### src/rtl/sentinel_seq_lock.sv
// sentinel_seq_lock: multi-byte key sequence gate with failure counting and
// timed lockout. Drives a common-anode 7-segment digit (active-LOW segments)
// and an 8-bit status array.
//
// state    | meaning
// ---------+----------------------------------------------------------
// IDLE     | locked, waiting for the first key byte (idx = 0)
// ENTRY    | sequence in progress (idx > 0), entry timer running
// UNLOCKED | full key matched; held until relock
// LOCKOUT  | MAX_FAILS bad sequences; lock timer counting down to IDLE
module sentinel_seq_lock #(
    parameter int unsigned          KEY_LEN        = 4,
    parameter logic [8*KEY_LEN-1:0] KEY            = 32'h0FC3_5AB6,
    parameter int unsigned          MAX_FAILS      = 3,
    parameter int unsigned          LOCKOUT_CYCLES = 1000,
    parameter int unsigned          ENTRY_TIMEOUT  = 255
) (
    input  logic       clk,
    input  logic       rst_n,
    input  logic       ena,
    input  logic [7:0] key_in,
    input  logic       key_stb,
    input  logic       relock,
    output logic [7:0] seg_out,
    output logic [7:0] status_out,
    output logic       unlocked,
    output logic       lockout
);

    localparam int unsigned IDX_W = $clog2(KEY_LEN + 1);
    localparam int unsigned LT_W  = (LOCKOUT_CYCLES > 1) ? $clog2(LOCKOUT_CYCLES) : 1;
    localparam int unsigned ET_W  = (ENTRY_TIMEOUT > 1) ? $clog2(ENTRY_TIMEOUT) : 1;

    localparam logic [IDX_W-1:0] IDX_LAST = IDX_W'(KEY_LEN - 1);
    localparam logic [LT_W-1:0]  LT_LOAD  = LT_W'(LOCKOUT_CYCLES - 1);
    localparam logic [ET_W-1:0]  ET_LAST  = ET_W'(ENTRY_TIMEOUT - 1);
    localparam logic [3:0]       FAIL_MAX = 4'(MAX_FAILS);

    typedef enum logic [1:0] {
        ST_IDLE     = 2'd0,
        ST_ENTRY    = 2'd1,
        ST_UNLOCKED = 2'd2,
        ST_LOCKOUT  = 2'd3
    } state_t;

    state_t           state_q, state_d;
    logic [IDX_W-1:0] idx_q, idx_d;
    logic             mis_q, mis_d;
    logic [3:0]       fail_q, fail_d;
    logic [LT_W-1:0]  lt_q, lt_d;
    logic [ET_W-1:0]  et_q, et_d;

    logic [7:0]       key_byte;
    logic             byte_miss;

    // Select the expected key byte for the current index.
    always_comb begin
        key_byte = 8'h00;
        for (int i = 0; i < int'(KEY_LEN); i++) begin
            if (idx_q == IDX_W'(i)) begin
                key_byte = KEY[i*8 +: 8];
            end
        end
        byte_miss = (key_in != key_byte);
    end

    // State and counter registers; everything holds while ena is low.
    always_ff @(posedge clk or negedge rst_n) begin
        if (!rst_n) begin
            state_q <= ST_IDLE;
            idx_q   <= '0;
            mis_q   <= 1'b0;
            fail_q  <= 4'd0;
            lt_q    <= '0;
            et_q    <= '0;
        end else begin
            state_q <= state_d;
            idx_q   <= idx_d;
            mis_q   <= mis_d;
            fail_q  <= fail_d;
            lt_q    <= lt_d;
            et_q    <= et_d;
        end
    end

    // Next-state logic. A mismatch only sets a sticky flag so every sequence
    // consumes all KEY_LEN bytes regardless of where it went wrong.
    always_comb begin
        state_d = state_q;
        idx_d   = idx_q;
        mis_d   = mis_q;
        fail_d  = fail_q;
        lt_d    = lt_q;
        et_d    = et_q;
        if (ena) begin
            case (state_q)
                ST_IDLE, ST_ENTRY: begin
                    if (key_stb) begin
                        et_d = '0;
                        if (idx_q == IDX_LAST) begin
                            idx_d = '0;
                            mis_d = 1'b0;
                            if (!(mis_q || byte_miss)) begin
                                state_d = ST_UNLOCKED;
                                fail_d  = 4'd0;
                            end else if (fail_q + 4'd1 == FAIL_MAX) begin
                                state_d = ST_LOCKOUT;
                                fail_d  = fail_q + 4'd1;
                                lt_d    = LT_LOAD;
                            end else begin
                                state_d = ST_IDLE;
                                fail_d  = fail_q + 4'd1;
                            end
                        end else begin
                            state_d = ST_ENTRY;
                            idx_d   = idx_q + IDX_W'(1);
                            mis_d   = mis_q | byte_miss;
                        end
                    end else if (state_q == ST_ENTRY) begin
                        // Abandoned entry returns to IDLE without counting a failure.
                        if (et_q == ET_LAST) begin
                            state_d = ST_IDLE;
                            idx_d   = '0;
                            mis_d   = 1'b0;
                            et_d    = '0;
                        end else begin
                            et_d = et_q + ET_W'(1);
                        end
                    end
                end
                ST_UNLOCKED: begin
                    if (relock) begin
                        state_d = ST_IDLE;
                    end
                end
                ST_LOCKOUT: begin
                    if (lt_q == '0) begin
                        state_d = ST_IDLE;
                        fail_d  = 4'd0;
                    end else begin
                        lt_d = lt_q - LT_W'(1);
                    end
                end
                default: state_d = ST_IDLE;
            endcase
        end
    end

    // Output decode from registered state; blanked while ena is low.
    always_comb begin
        seg_out    = 8'hFF;
        status_out = 8'h00;
        unlocked   = 1'b0;
        lockout    = 1'b0;
        if (ena) begin
            case (state_q)
                ST_IDLE:     seg_out = 8'hC7;
                ST_ENTRY:    seg_out = 8'h47;
                ST_UNLOCKED: begin
                    seg_out  = 8'hC1;
                    unlocked = 1'b1;
                end
                ST_LOCKOUT:  begin
                    seg_out = 8'h86;
                    lockout = 1'b1;
                end
                default:     seg_out = 8'hFF;
            endcase
            status_out = (state_q == ST_UNLOCKED) ? 8'hFF
                                                  : {(state_q == ST_LOCKOUT), 3'b000, fail_q};
        end
    end

endmodule

### config.mk
export PLATFORM = sky130hd
export DESIGN_NAME = sentinel_seq_lock
export DESIGN_NICKNAME = d
export VERILOG_FILES = /design/src/rtl/sentinel_seq_lock.sv
export SDC_FILE = /design/constraint.sdc
export NUM_CORES = 1
export LEC_CHECK = 0
export ABC_CLOCK_PERIOD_IN_PS = 3100
export CORE_MARGIN = 2
export CORE_UTILIZATION = 54
export DETAILED_ROUTE_END_ITERATION = 7
export PLACE_DENSITY = 0.8
export SYNTH_ARGS = -nofsm -noshare
export SYNTH_HDL_FRONTEND = slang
export SYNTH_SLANG_ARGS = --single-unit
### constraint.sdc
create_clock -name clk -period 3.1 [get_ports clk]
set_input_delay 0.62 -clock clk [delete_from_list [all_inputs] [get_ports clk]]
set_output_delay 0.62 -clock clk [all_outputs]
set_load 0.02 [all_outputs]
==> results of run 1 <==
-- per-layer routing --
| layer | vias to the layer above | part of all wire | GRT usage |
|---|---|---|---|
| li1 | 845 | - | - |
| met1 | 788 | 0.49 | 0.294 |
| met2 | 38 | 0.47 | 0.348 |
| met3 | 2 | 0.036 | 0.0194 |
| met4 | 0 | 0.0056 | 0.0652 |
| met5 | - | 0 | 0 |
-- power breakdown --
part / switching (mW) / leakage, nW / internal, mW
Clock: 0.0997 / 0.0138 / 0.0455
Combinational: 0.325 / 0.644 / 0.290
Sequential: 0.112 / 0.351 / 0.460
Total: 0.537 / 1.01 / 0.796
-- cell families (layout without fill, tap and decap cells) --
kind of cell	after synthesis	in the layout	synth area share
mux	3	3	0.0155
buf+inv	31	54	0.0749
simple gates	89	89	0.252
flops	28	28	0.362
xor+xnor	7	7	0.0316
compound gates	57	57	0.206
fa+ha+maj	9	9	0.0581
-- final timing paths --
check / endpoint / slack (ns) / cells past startpoint
max in group asynchronous: et_q[7] / 2.18 / 2
setup reg to reg: lt_q[9] / 0.63 / 8
hold / removal: mis_q / 0.55 / 2
setup / recovery: status_out[0] / 0.18 / 6
min in group asynchronous: et_q[4] / 0.66 / 2
hold reg to reg: mis_q / 0.55 / 2
-- critical path, cell delays in order --
cell and delay (ns):
clkdlybuf4s50_1 0.48, nand2_1 0.09, nor2_1 0.25, inv_1 0.15
o21ai_0 0.10, clkdlybuf4s50_1 0.62
-- registers in the layout (all words and copies together) (netlist names) --
| signal | flops |
|---|---|
| fail_q | 4 |
| et_q | 8 |
| mis_q | 1 |
| state_q | 2 |
| lt_q | 10 |
| idx_q | 3 |
-- layout by cell type, fill, tap and decap left out, drive strengths merged, types with 2 or more instances in the layout --
cell type and count:
a31o 2, mux2i 3, nor2b 3, nor4b 2
ha 9, or4 2, o21ai 17, nand2 20
nand2b 3, or2 4, o22ai 2, and2 2
clkdlybuf4s50 30, o311ai 2, a32o 4, a211oi 2
nor4 2, and3 4, dfrtp 28, xor2 4
nand4 4, nor2 23, or3 7, inv 16
nand3 5, clkbuf 3, buf 4, a21oi 13
xnor2 3, a41oi 2, nor3b 2, a211o 2
-- metrics by stage --
step	std cells	utilization	setup slack, ns
after floorplan	224	-	0.623
after global placement	290	0.662	0.245
after detailed placement	290	0.662	0.178
after CTS	293	0.669	0.171
after global routing	293	0.669	0.0298
final	293	0.669	0.180
-- final cells by class --
class / instances / area, um^2 / share of cell area
sequential: 28 / 701 / 0.309
timing repair buffer: 34 / 330 / 0.146
clock buffer: 3 / 22.5 / 0.00993
inverter: 17 / 63.8 / 0.0281
tap: 46 / 57.6 / 0.0254
multi-input combinational: 165 / 1090 / 0.482
==> results.yml, run 1 <==
layout:
  final_nets: 271
  syn_to_final_growth_pct: 17.0
  fillers: 279
  final_area_um2: 2270
  antenna_cells: 0
  drive_gt1_frac: 0.0850
logic_synthesis:
  synth_edf_count: 0
  synth_top_area_cell: "dfrtp_1"
  async_flop_share: 1.00
  synth_cell_types: 56
  syn_inst: 224
  ys_warn_count: 0
  synth.net_count: 246
  synth_area_leaders: "dfrtp_1, ha_1, o21ai_0"
  synth_top_area_frac: 0.362
  mappedNetlistArea_um2: 1940
  syn_avg_cell_area_um2: 8.65
  synth_most_common_cell: "dfrtp_1"
  synthFlopType: "dfrtp_1"
  synth_seq_cells: 28
  synthTopCellsByCount: "dfrtp_1, nor2_1, nand2_1, inv_1, o21ai_0"
  ys_seq_area_frac: 0.362
power_and_ir_drop:
  irDropWorstVdd_uv: 293
  powerDensity_nw_per_um2: 588
  power.total_mw: 1.33
  p_leak_nw: 1.01
clocking:
  tritoncts: "built"
  cts-hold-fix-buffers: 0
  clock-sinks: 28
  numCtsBuffers: 3
  cts_resized: 0
  cts_setup_buffers: 0
  clock_path_buffers: 2
  clock_latency_ns: 0.32
  root_buffer: "clkbuf_4"
  htreeDepth: 1
  clkTransAtPathRegs_ns: 0.13
worst_hold_path:
  hp-start: "mis_q"
  hold_class: "flip-flop to flip-flop"
sta:
  hold_violations: 0
  post-route-min-period_ns: 2.92
  whs_ns: 0.546
  min_period_over_period: 0.942
  rsz0062_at_grt: "false"
  setup_viol: 0
  tns_ns: 0
  drv_slew: 0
  skew_ns: 0.00836
  max_freq_mhz: 342
  slew_headroom: 0.654
  worstMarginPinSlew_ns: 0.518
detailed_routing:
  routed_wl_mm: 3.94
  vias_per_cell: 5.71
  avgRoutedWirePerCell_um: 13.5
  vias: 1673
  drt-pass1-iter-count: 5
  drc_errors: 0
  drt_iter0_drc: 128
  ant_nets: 0
grt:
  grt.total_usage: 0.211
  grt_overflow: 0
  antenna_found_initial: 0
  grt_max_degree: 29
  grt_pass1_wl_mm: 7.03
  grt_pass1_vias: 1589
floorplan:
  core-area_um2: 3390
  ios: 31
  row_count: 21
  die-height_um: 63.9
  dieArea_um2: 4080
  die_x_um: 63.9
  start_util: 0.572
worst_setup_path:
  crit_start: "ena"
  startpoint_type: "input port"
  r2r-start: "lt_q[0]"
  critPathMaxFanout: 6
  critPathRequiredTime_ns: 2.48
  endpoint_kind: "primary output"
  criticalPathCategory: "input port to primary output"
  worstPathArrival_ns: 2.30
place:
  numPortBuffers: 30
  dpl_cell_area_um2: 2240
  dp_hpwl_mm: 2.90
  gp_congestion: 0.794
job:
  maxCapViolCount: 0
outcome:
  status: "complete, no violations"
Note: power is estimated with default switching activity, not from simulation.
==> inputs of run 2 (changes only) <==
Settings changed: ABC_CLOCK_PERIOD_IN_PS 3100 to unset.
==> results of run 2 <==
Final layout, timing and power as in run 1 (identical DEF).
==> inputs of run 3 (changes only) <==
Settings changed: CELL_PAD_IN_SITES_DETAIL_PLACEMENT set to 1, CELL_PAD_IN_SITES_GLOBAL_PLACEMENT set to 1, CORE_UTILIZATION 54 to 40, PLACE_DENSITY 0.8 to 0.81.
==> run 3 against run 2 <==
Final cell count up 3.4%. Non-clock buffer count up 2. Fmax up 4.1%. Via count up 4.3%. Worst hold slack better by 0.0037 ns. Critical path type unchanged.
==> results.yml, run 3 (same netlist as run 1, synthesis figures left out) <==
outcome:
  status: "complete, no violations"
grt:
  grt_pass1_wl_mm: 7.91
  grt_max_degree: 29
  grt.total_usage: 0.184
  grt_overflow: 0
  grt_pass1_vias: 1703
  antenna_found_initial: 0
power_and_ir_drop:
  p_leak_nw: 1.03
  p_sw_uw: 583
  swShare: 0.409
  irDropWorstVdd_uv: 392
  powerDensity_nw_per_um2: 617
  p_clk_frac: 0.141
  power_frac_seq: 0.406
  internal_power_uw: 844
  comb_power_share: 0.453
layout:
  reg_top3: "lt_q x10, et_q x8, fail_q x4"
  final_nets: 273
  drive_gt1_frac: 0.0924
  syn_to_final_growth_pct: 19.2
  final_common_cell: "clkdlybuf4s50_1"
  top_register: "lt_q"
  mostFrequentLayoutCells: "clkdlybuf4s50_1, dfrtp_1, nor2_1"
  antenna_cells: 0
  largest_reg_flops: 10
  final_area_um2: 2310
detailed_routing:
  routed_wl_mm: 4.77
  drt-pass1-iter-count: 5
  vias: 1745
  drc_errors: 0
  ant_nets: 0
  drt_iter0_drc: 70
  vias_per_cell: 5.76
  avgRoutedWirePerCell_um: 15.7
place:
  numPortBuffers: 30
  gp_congestion: 0.795
  dpl_cell_area_um2: 2270
  post-place-ws_ns: 0.297
  dp_hpwl_mm: 3.57
floorplan:
  row_count: 25
  die_x_um: 73.6
  start_util: 0.413
  core-area_um2: 4690
  dieArea_um2: 5420
  ios: 31
  die-height_um: 73.6
sta:
  drv_slew: 0
  hold_violations: 0
  post-route-min-period_ns: 2.80
  max_freq_mhz: 357
  tns_ns: 0
  min_period_over_period: 0.905
  worstMarginPinSlew_ns: 0.498
  rsz0062_at_grt: "false"
  setup_viol: 0
  fin_ws_ns: 0.295
  slew_headroom: 0.667
  skew_ns: 0.00124
clocking:
  tritoncts: "built"
  clock-sinks: 28
  root_buffer: "clkbuf_8"
  cts_setup_buffers: 0
  clock_path_buffers: 2
  numCtsBuffers: 3
  clkTransAtPathRegs_ns: 0.09
  htreeDepth: 1
  cts-hold-fix-buffers: 0
  cts_resized: 0
  clock_latency_ns: 0.27
worst_setup_path:
  cp_slowest_cell: "clkdlybuf4s50_1"
  cp_top_family: "buffers and inverters"
  critPathMaxFanout: 8
  cp_num_buf_inv: 4
  endpoint_kind: "primary output"
  startpoint_type: "input port"
  worstPathArrival_ns: 2.18
  slowest_delay_ns: 0.55
  crit_chain: "clkdlybuf4s50_1, buf_4, and3_1, clkinv_1, clkdlybuf4s50_1"
  critPathMostFrequentCell: "clkdlybuf4s50_1"
  criticalPathCategory: "input port to primary output"
  critPathRequiredTime_ns: 2.48
worst_hold_path:
  hold_class: "flip-flop to flip-flop"
job:
  maxCapViolCount: 0
-- run 3: layout make-up --
class	count	area, um^2
Sequential cell	28	701
Clock buffer	3	41.3
Fill cell	574	2380
Multi-Input combinational cell	165	1090
Inverter	17	63.8
Timing Repair Buffer	36	345
Tap cell	54	67.6
-- run 3: power groups by stage --
| stage | clock network (mW) | logic, mW | registers [mW] |
|---|---|---|---|
| 2_1_floorplan | 0 | 0.471 | 0.541 |
| 3_3_place_gp | 0 | 0.621 | 0.581 |
| 3_5_place_dp | 0 | 0.640 | 0.586 |
| 4_1_cts | 0.207 | 0.651 | 0.581 |
| 5_1_grt | 0.217 | 0.715 | 0.601 |
| 6_report | 0.201 | 0.646 | 0.580 |
-- run 3: metrics by stage --
| stage | total power, mW | util | std cells | hold WS, ns |
|---|---|---|---|---|
| after detailed placement | 1.23 | 0.484 | 300 | 0.536 |
| after global placement | 1.20 | 0.484 | 300 | 0.516 |
| final | 1.43 | 0.493 | 303 | 0.550 |
| after CTS | 1.44 | 0.493 | 303 | 0.557 |
| after global routing | 1.53 | 0.493 | 303 | 0.573 |
| after floorplan | 1.01 | - | 224 | 0.324 |
-- run 3: worst paths after layout --
kind                            startpoint          to  slack, ns  depth (start not counted)
worst max-delay path                   ena  seg_out[0]       0.30                          5
worst min-delay path                 mis_q       mis_q       0.55                          2
worst max register to register     lt_q[0]     lt_q[5]       0.58                          8
worst min register to register       mis_q       mis_q       0.55                          2
max in group asynchronous            rst_n     lt_q[4]       2.10                          2
min in group asynchronous            rst_n   fail_q[0]       0.71                          2
-- run 3: worst min-delay path, delay by kind of cell, from the launching register on --
family             cells  cell delay (ns)
DFF                    1             0.36
AOI/OAI and AO/OA      2             0.15
-- run 3: per-layer routing --
metal,up-vias,GRT usage,routed length [um]
met5,-,0,0
met4,0,0.0545,51
met3,4,0.0192,109
met2,28,0.318,2350
met1,863,0.243,2260
li1,850,-,-
==> RTL change 1: new RTL, config.mk and constraints of run 1 <==
Reset style: synchronous (`rst_n`), changed in one clocked block.
--- a/src/rtl/sentinel_seq_lock.sv
+++ b/src/rtl/sentinel_seq_lock.sv
@@ -65,7 +65,7 @@
     end
 
     // State and counter registers; everything holds while ena is low.
-    always_ff @(posedge clk or negedge rst_n) begin
+    always_ff @(posedge clk) begin
         if (!rst_n) begin
             state_q <= ST_IDLE;
             idx_q   <= '0;
Formal check against the unedited RTL: differs if rst_n is asserted again (counterexample within 4 cycles, from zero or initial values and one cycle with rst_n low); with rst_n held inactive, the same outputs for 4 cycles.
==> RTL change 1 against run 1 <==
  * Setup slack lost 17 ps
  * Critical path depth unchanged
  * Global-route usage increased by 1.6 points
  * Sequential cell count did not move
  * Design area shrank 4.4%
  * Synthesized area fell by 6.6%
  * Die area fell by 6.2%
  * Count of clock-buffer cells in the layout unchanged
  * Routed wire length is 6.5% higher
  * Critical endpoint unchanged
  * Highest routed layer unchanged
Power is not compared: it rests on default switching activity, and its combinational part moved more than twofold at a synthesized area within 25%.
==> RTL change 1: results (changes against run 1) <==
p_leak_nw: 0.8277
nets: 291  # was 271
path_max_fanout: 7  # was 6
r2r_slack_ps: 330  # was 630 ps
ys_types: 47  # was 56
clock_skew_ps: 11.72  # was 8.363 ps
synth_adder_area_share_pct: 6.220  # was 5.810%
hpwl_mm: 3.195  # was 2.901 mm
path_delay_family: "buffers and inverters"  # unchanged
synthTopCellsByArea: "dfxtp_1 (31%), nand2_1 (6.4%), ha_1 (6.2%)"  # was dfrtp_1 (36%), ha_1 (5.8%), o21ai_0 (4.1%)
h-tree-depth: 1  # unchanged
cp.arrival_ps: 2320  # was 2300 ps
ys_warn_count: 0  # unchanged
seq_area_frac_synth_pct: 30.96  # was 36.15%
postCtsResizedCells: 0  # unchanged
synth_compound_area_share_pct: 21.56  # was 20.59%
clkTransAtPathRegs_ps: 140
status: "complete, no violations"  # unchanged
max_stage_delay_ps: 620  # about the same
async_flop_share_pct: 0  # was 100.0%
yosys-mux-area-fraction_pct: 1.106  # was 1.549%
worst_pin_slew_ps: 542.1  # was 517.6 ps
synth_cells: 240  # was 224
cts_setup_buffers: 0  # unchanged
worstReg2RegStart: "lt_q[0]"  # unchanged
grt_pass1_vias: 1506  # was 1,589
grt_pass1_wl_mm: 6.624  # was 7.031 mm
reg_top3: "lt_q: 10 flops, et_q: 8 flops, fail_q: 4 flops"  # unchanged
fillers: 292  # was 279
synthXorXnorAreaFrac_pct: 3.386  # was 3.163%
grt_overflow_total: 0  # unchanged
cts_buffer_depth: 2  # unchanged
drt_wl_total_mm: 4.196  # was 3.941 mm
grtUsageTotal_pct: 22.72  # was 21.14%
hold-path-endpoint: "mis_q"  # unchanged
grt_max_degree: 16  # was 29
holdCritStartpoint: "mis_q"  # unchanged
ir_drop_uv: 196.8
synth_ff_type: "dfxtp_1"  # was dfrtp_1
cts_buffers: 3  # unchanged
firstDrtPassIters: 4  # was 5
finalNonFillerCells: 313  # was 293
clkLatencyLatePin_ps: 330
r2r-end: "fail_q[1]"  # was lt_q[9]
root_buffer: "clkbuf_4"  # unchanged
gp_congestion: 0.8532  # was 0.7937
vias: 1802  # was 1,673
netlist_top_cells_count: "nand2_1 (31), dfxtp_1 (28), nor2_1 (25), a21oi_1 (16), inv_1 (15)"  # was dfrtp_1 (28), nor2_1 (21), nand2_1 (20), inv_1 (16), o21ai_0 (16)
drive_gt1_share_pct: 5.618  # was 8.502%
antenna_found_initial: 0  # unchanged
synth_nets: 262  # was 246
dr.first_iter.drc_count: 95  # was 128
[RTL change 1: cell types whose count changed after synthesis, moves of 4 or more]
cell,change
a32o_1,-4
dfrtp_1,-28
dfxtp_1,+28
nand2_1,+11
nor2_1,+4
nor3_1,+9
or2_2,-4
[RTL change 1: final cells by class]
| class | instances | share of cell area [%] |
|---|---|---|
| inverters | 15 | 2.597 |
| repair buffers | 37 | 16.27 |
| well taps | 46 | 2.654 |
| flip-flops and latches | 28 | 25.85 |
| clock buffers | 3 | 1.039 |
| multi-input cells | 184 | 51.59 |
[RTL change 1: cells by family after synthesis]
| logic type | count (synthesis) |
|---|---|
| compound gates | 59 |
| xor+xnor | 7 |
| fa+ha+maj | 9 |
| buf+inv | 28 |
| flops | 28 |
| mux | 2 |
| simple gates | 107 |
[RTL change 1: worst max-delay path by stage]
stage                        from            end  slack (ps)  depth (start not counted)
after floorplan           lt_q[0]      fail_q[1]         520                          8
after global placement        ena  status_out[0]         250                          6
after detailed placement      ena  status_out[0]         180                          6
after CTS                     ena  status_out[0]         170                          6
after global routing          ena  status_out[0]           2                          6
final                         ena  status_out[0]         160                          6
[RTL change 1: per-layer routing]
layer,GRT usage (%),part of all wire [%]
met5,0,0
met3,2.484,4.9
met4,6.383,1.4
met2,36.99,46
met1,31.90,48
[RTL change 1: report_power, final]
group | internal (W) | switching [W] | total [W]
Combinational | 0.0000431 | 0.0000466 | 0.0000898
Sequential | 0.000364 | 0.00000523 | 0.000369
Clock | 0.0000457 | 0.000106 | 0.000152
[RTL change 1: worst min-delay path, cell delays in order (launching register included)]
cell,delay [ps]
dfxtp_1,340
nand2_1,60
a21oi_1,60
[RTL change 1: per-stage QoR]
stage	hold WS [ps]	worst slack [ps]	utilization, %	cell area (um^2)
floorplan	435.7	516.4	-	1810
global placement	458.9	247.9	65.33	2146
detailed placement	461.0	178.2	65.33	2146
CTS	482.9	173.4	66.02	2168
global route	497.1	2.000	66.02	2168
finish	488.0	162.3	66.02	2168
==> RTL change 2: new RTL, settings of run 1 <==
Without the edit above. The parameter `ENTRY_TIMEOUT` goes from 255 to 510.
--- a/src/rtl/sentinel_seq_lock.sv
+++ b/src/rtl/sentinel_seq_lock.sv
@@ -13,7 +13,7 @@
     parameter logic [8*KEY_LEN-1:0] KEY            = 32'h0FC3_5AB6,
     parameter int unsigned          MAX_FAILS      = 3,
     parameter int unsigned          LOCKOUT_CYCLES = 1000,
-    parameter int unsigned          ENTRY_TIMEOUT  = 255
+    parameter int unsigned          ENTRY_TIMEOUT  = 510
 ) (
     input  logic       clk,
     input  logic       rst_n,
Behaviour: no difference found for any inputs over 4 cycles, from zero or initial values and one cycle with rst_n low; that may be too few to reach the edited logic, so the function may still have changed.
==> RTL change 2 against run 1 <==
  * Clock power up 130%
  * Core utilization increased by 0.26 points
  * Sequential cell count rose by 1
  * Synthesized area is 4.5% higher
  * Fmax rose by 5.8%
  * Die area is 4.2% higher
  * Power is 31% higher
  * Routed wire length is 9.6% higher
  * Setup slack better by 160 ps
  * Design area up 7.6%
==> RTL change 2: results (changes against run 1) <==
hpwl_mm: 3.167  # was 2.901 mm
synthTopCellsByArea: "dfrtp_1 (36%), nand2_1 (6.9%), o21ai_0 (6.4%)"  # was dfrtp_1 (36%), ha_1 (5.8%), o21ai_0 (4.1%)
status: "complete, no violations"  # unchanged
clkTransAtPathRegs_ps: 60  # was 130 ps
powerClk_w: 0.000340  # was 0.000145 W
maxSlewHeadroom_pct: 59.93  # was 65.37%
synth_adder_area_share_pct: 5.559  # was 5.810%
dp_cells: 313  # was 290
grt_max_degree: 30  # was 29
fin_total_pwr_w: 0.001750  # was 0.001332 W
reg_top3: "lt_q: 10 flops, et_q: 9 flops, fail_q: 4 flops"  # was lt_q: 10 flops, et_q: 8 flops, fail_q: 4 flops
synth_nets: 266  # was 246
routed-wl-met3_um: 232  # was 140 um
grt_pass1_vias: 1773  # was 1,589
firstDrtPassIters: 4  # was 5
final_cell_area_um2: 2440  # was 2267 um^2
powerComb_w: 0.000722  # was 0.000615 W
use_met1_pct: 30.21  # was 29.45%
p_sw_share_pct: 40.98  # was 40.27%
hold_slack_ps: 485.5  # was 546.3 ps
synthXorXnorAreaFrac_pct: 2.162  # was 3.163%
grtUsageTotal_pct: 22.59  # was 21.14%
use_met3_pct: 5.651  # was 1.937%
synth_compound_area_share_pct: 19.02  # was 20.59%
finalNonFillerCells: 321  # was 293
r2r_slack_ps: 510  # was 630 ps
synth_cells: 244  # was 224
root_buffer: "clkbuf_8"  # was clkbuf_4
path_max_fanout: 8  # was 6
gp_congestion: 0.8462  # was 0.7937
clkLatencyLatePin_ps: 280  # was 320 ps
post-route-period-util_pct: 89.01  # was 94.20%
clock_skew_ps: 4.824  # was 8.363 ps
dpl_cell_area_um2: 2338  # was 2245 um^2
ir_drop_uv: 395.1  # was 292.9 uV
cp.arrival_ps: 2140  # was 2300 ps
dr.first_iter.drc_count: 95  # was 128
wl_per_cell_um: 13.46  # was 13.45 um
netlist_top_cells_count: "nand2_1 (37), dfrtp_1 (29), o21ai_0 (26), nor2_1 (23), inv_1 (11)"  # was dfrtp_1 (28), nor2_1 (21), nand2_1 (20), inv_1 (16), o21ai_0 (16)
wl_met2_mm: 1.983  # was 1.862 mm
RTL change 2: changes by cell type in the layout (fill, tap and decap cells not counted), sizes merged, moves of 5 or more:
cell and change:
nand2 +17, o31ai +9, inv -5, or3 -6, a21oi -7, nand2b +5, o21ai +9, nor3 +5
RTL change 2: critical path: cells and delay by family:
kind                   cells  cell delay [ps]
and+or+nand+nor            1              180
buffers and inverters      4             1340
RTL change 2: cell type report:
class,count,area share [%]
well taps,48,2.462
multi-input cells,189,47.79
clock buffers,7,3.949
flip-flops and latches,29,29.74
clock inverters,1,0.2051
repair buffers,36,14.15
inverters,11,1.692
RTL change 2: worst paths after layout:
path	startpoint	end	depth (start not counted)
min in group asynchronous	rst_n	lt_q[0]	2
max in group asynchronous	rst_n	lt_q[4]	2
worst max register to register	idx_q[0]	lt_q[9]	7
worst min-delay path	et_q[8]	et_q[8]	1
worst min register to register	et_q[8]	et_q[8]	1
worst max-delay path	ena	seg_out[0]	5
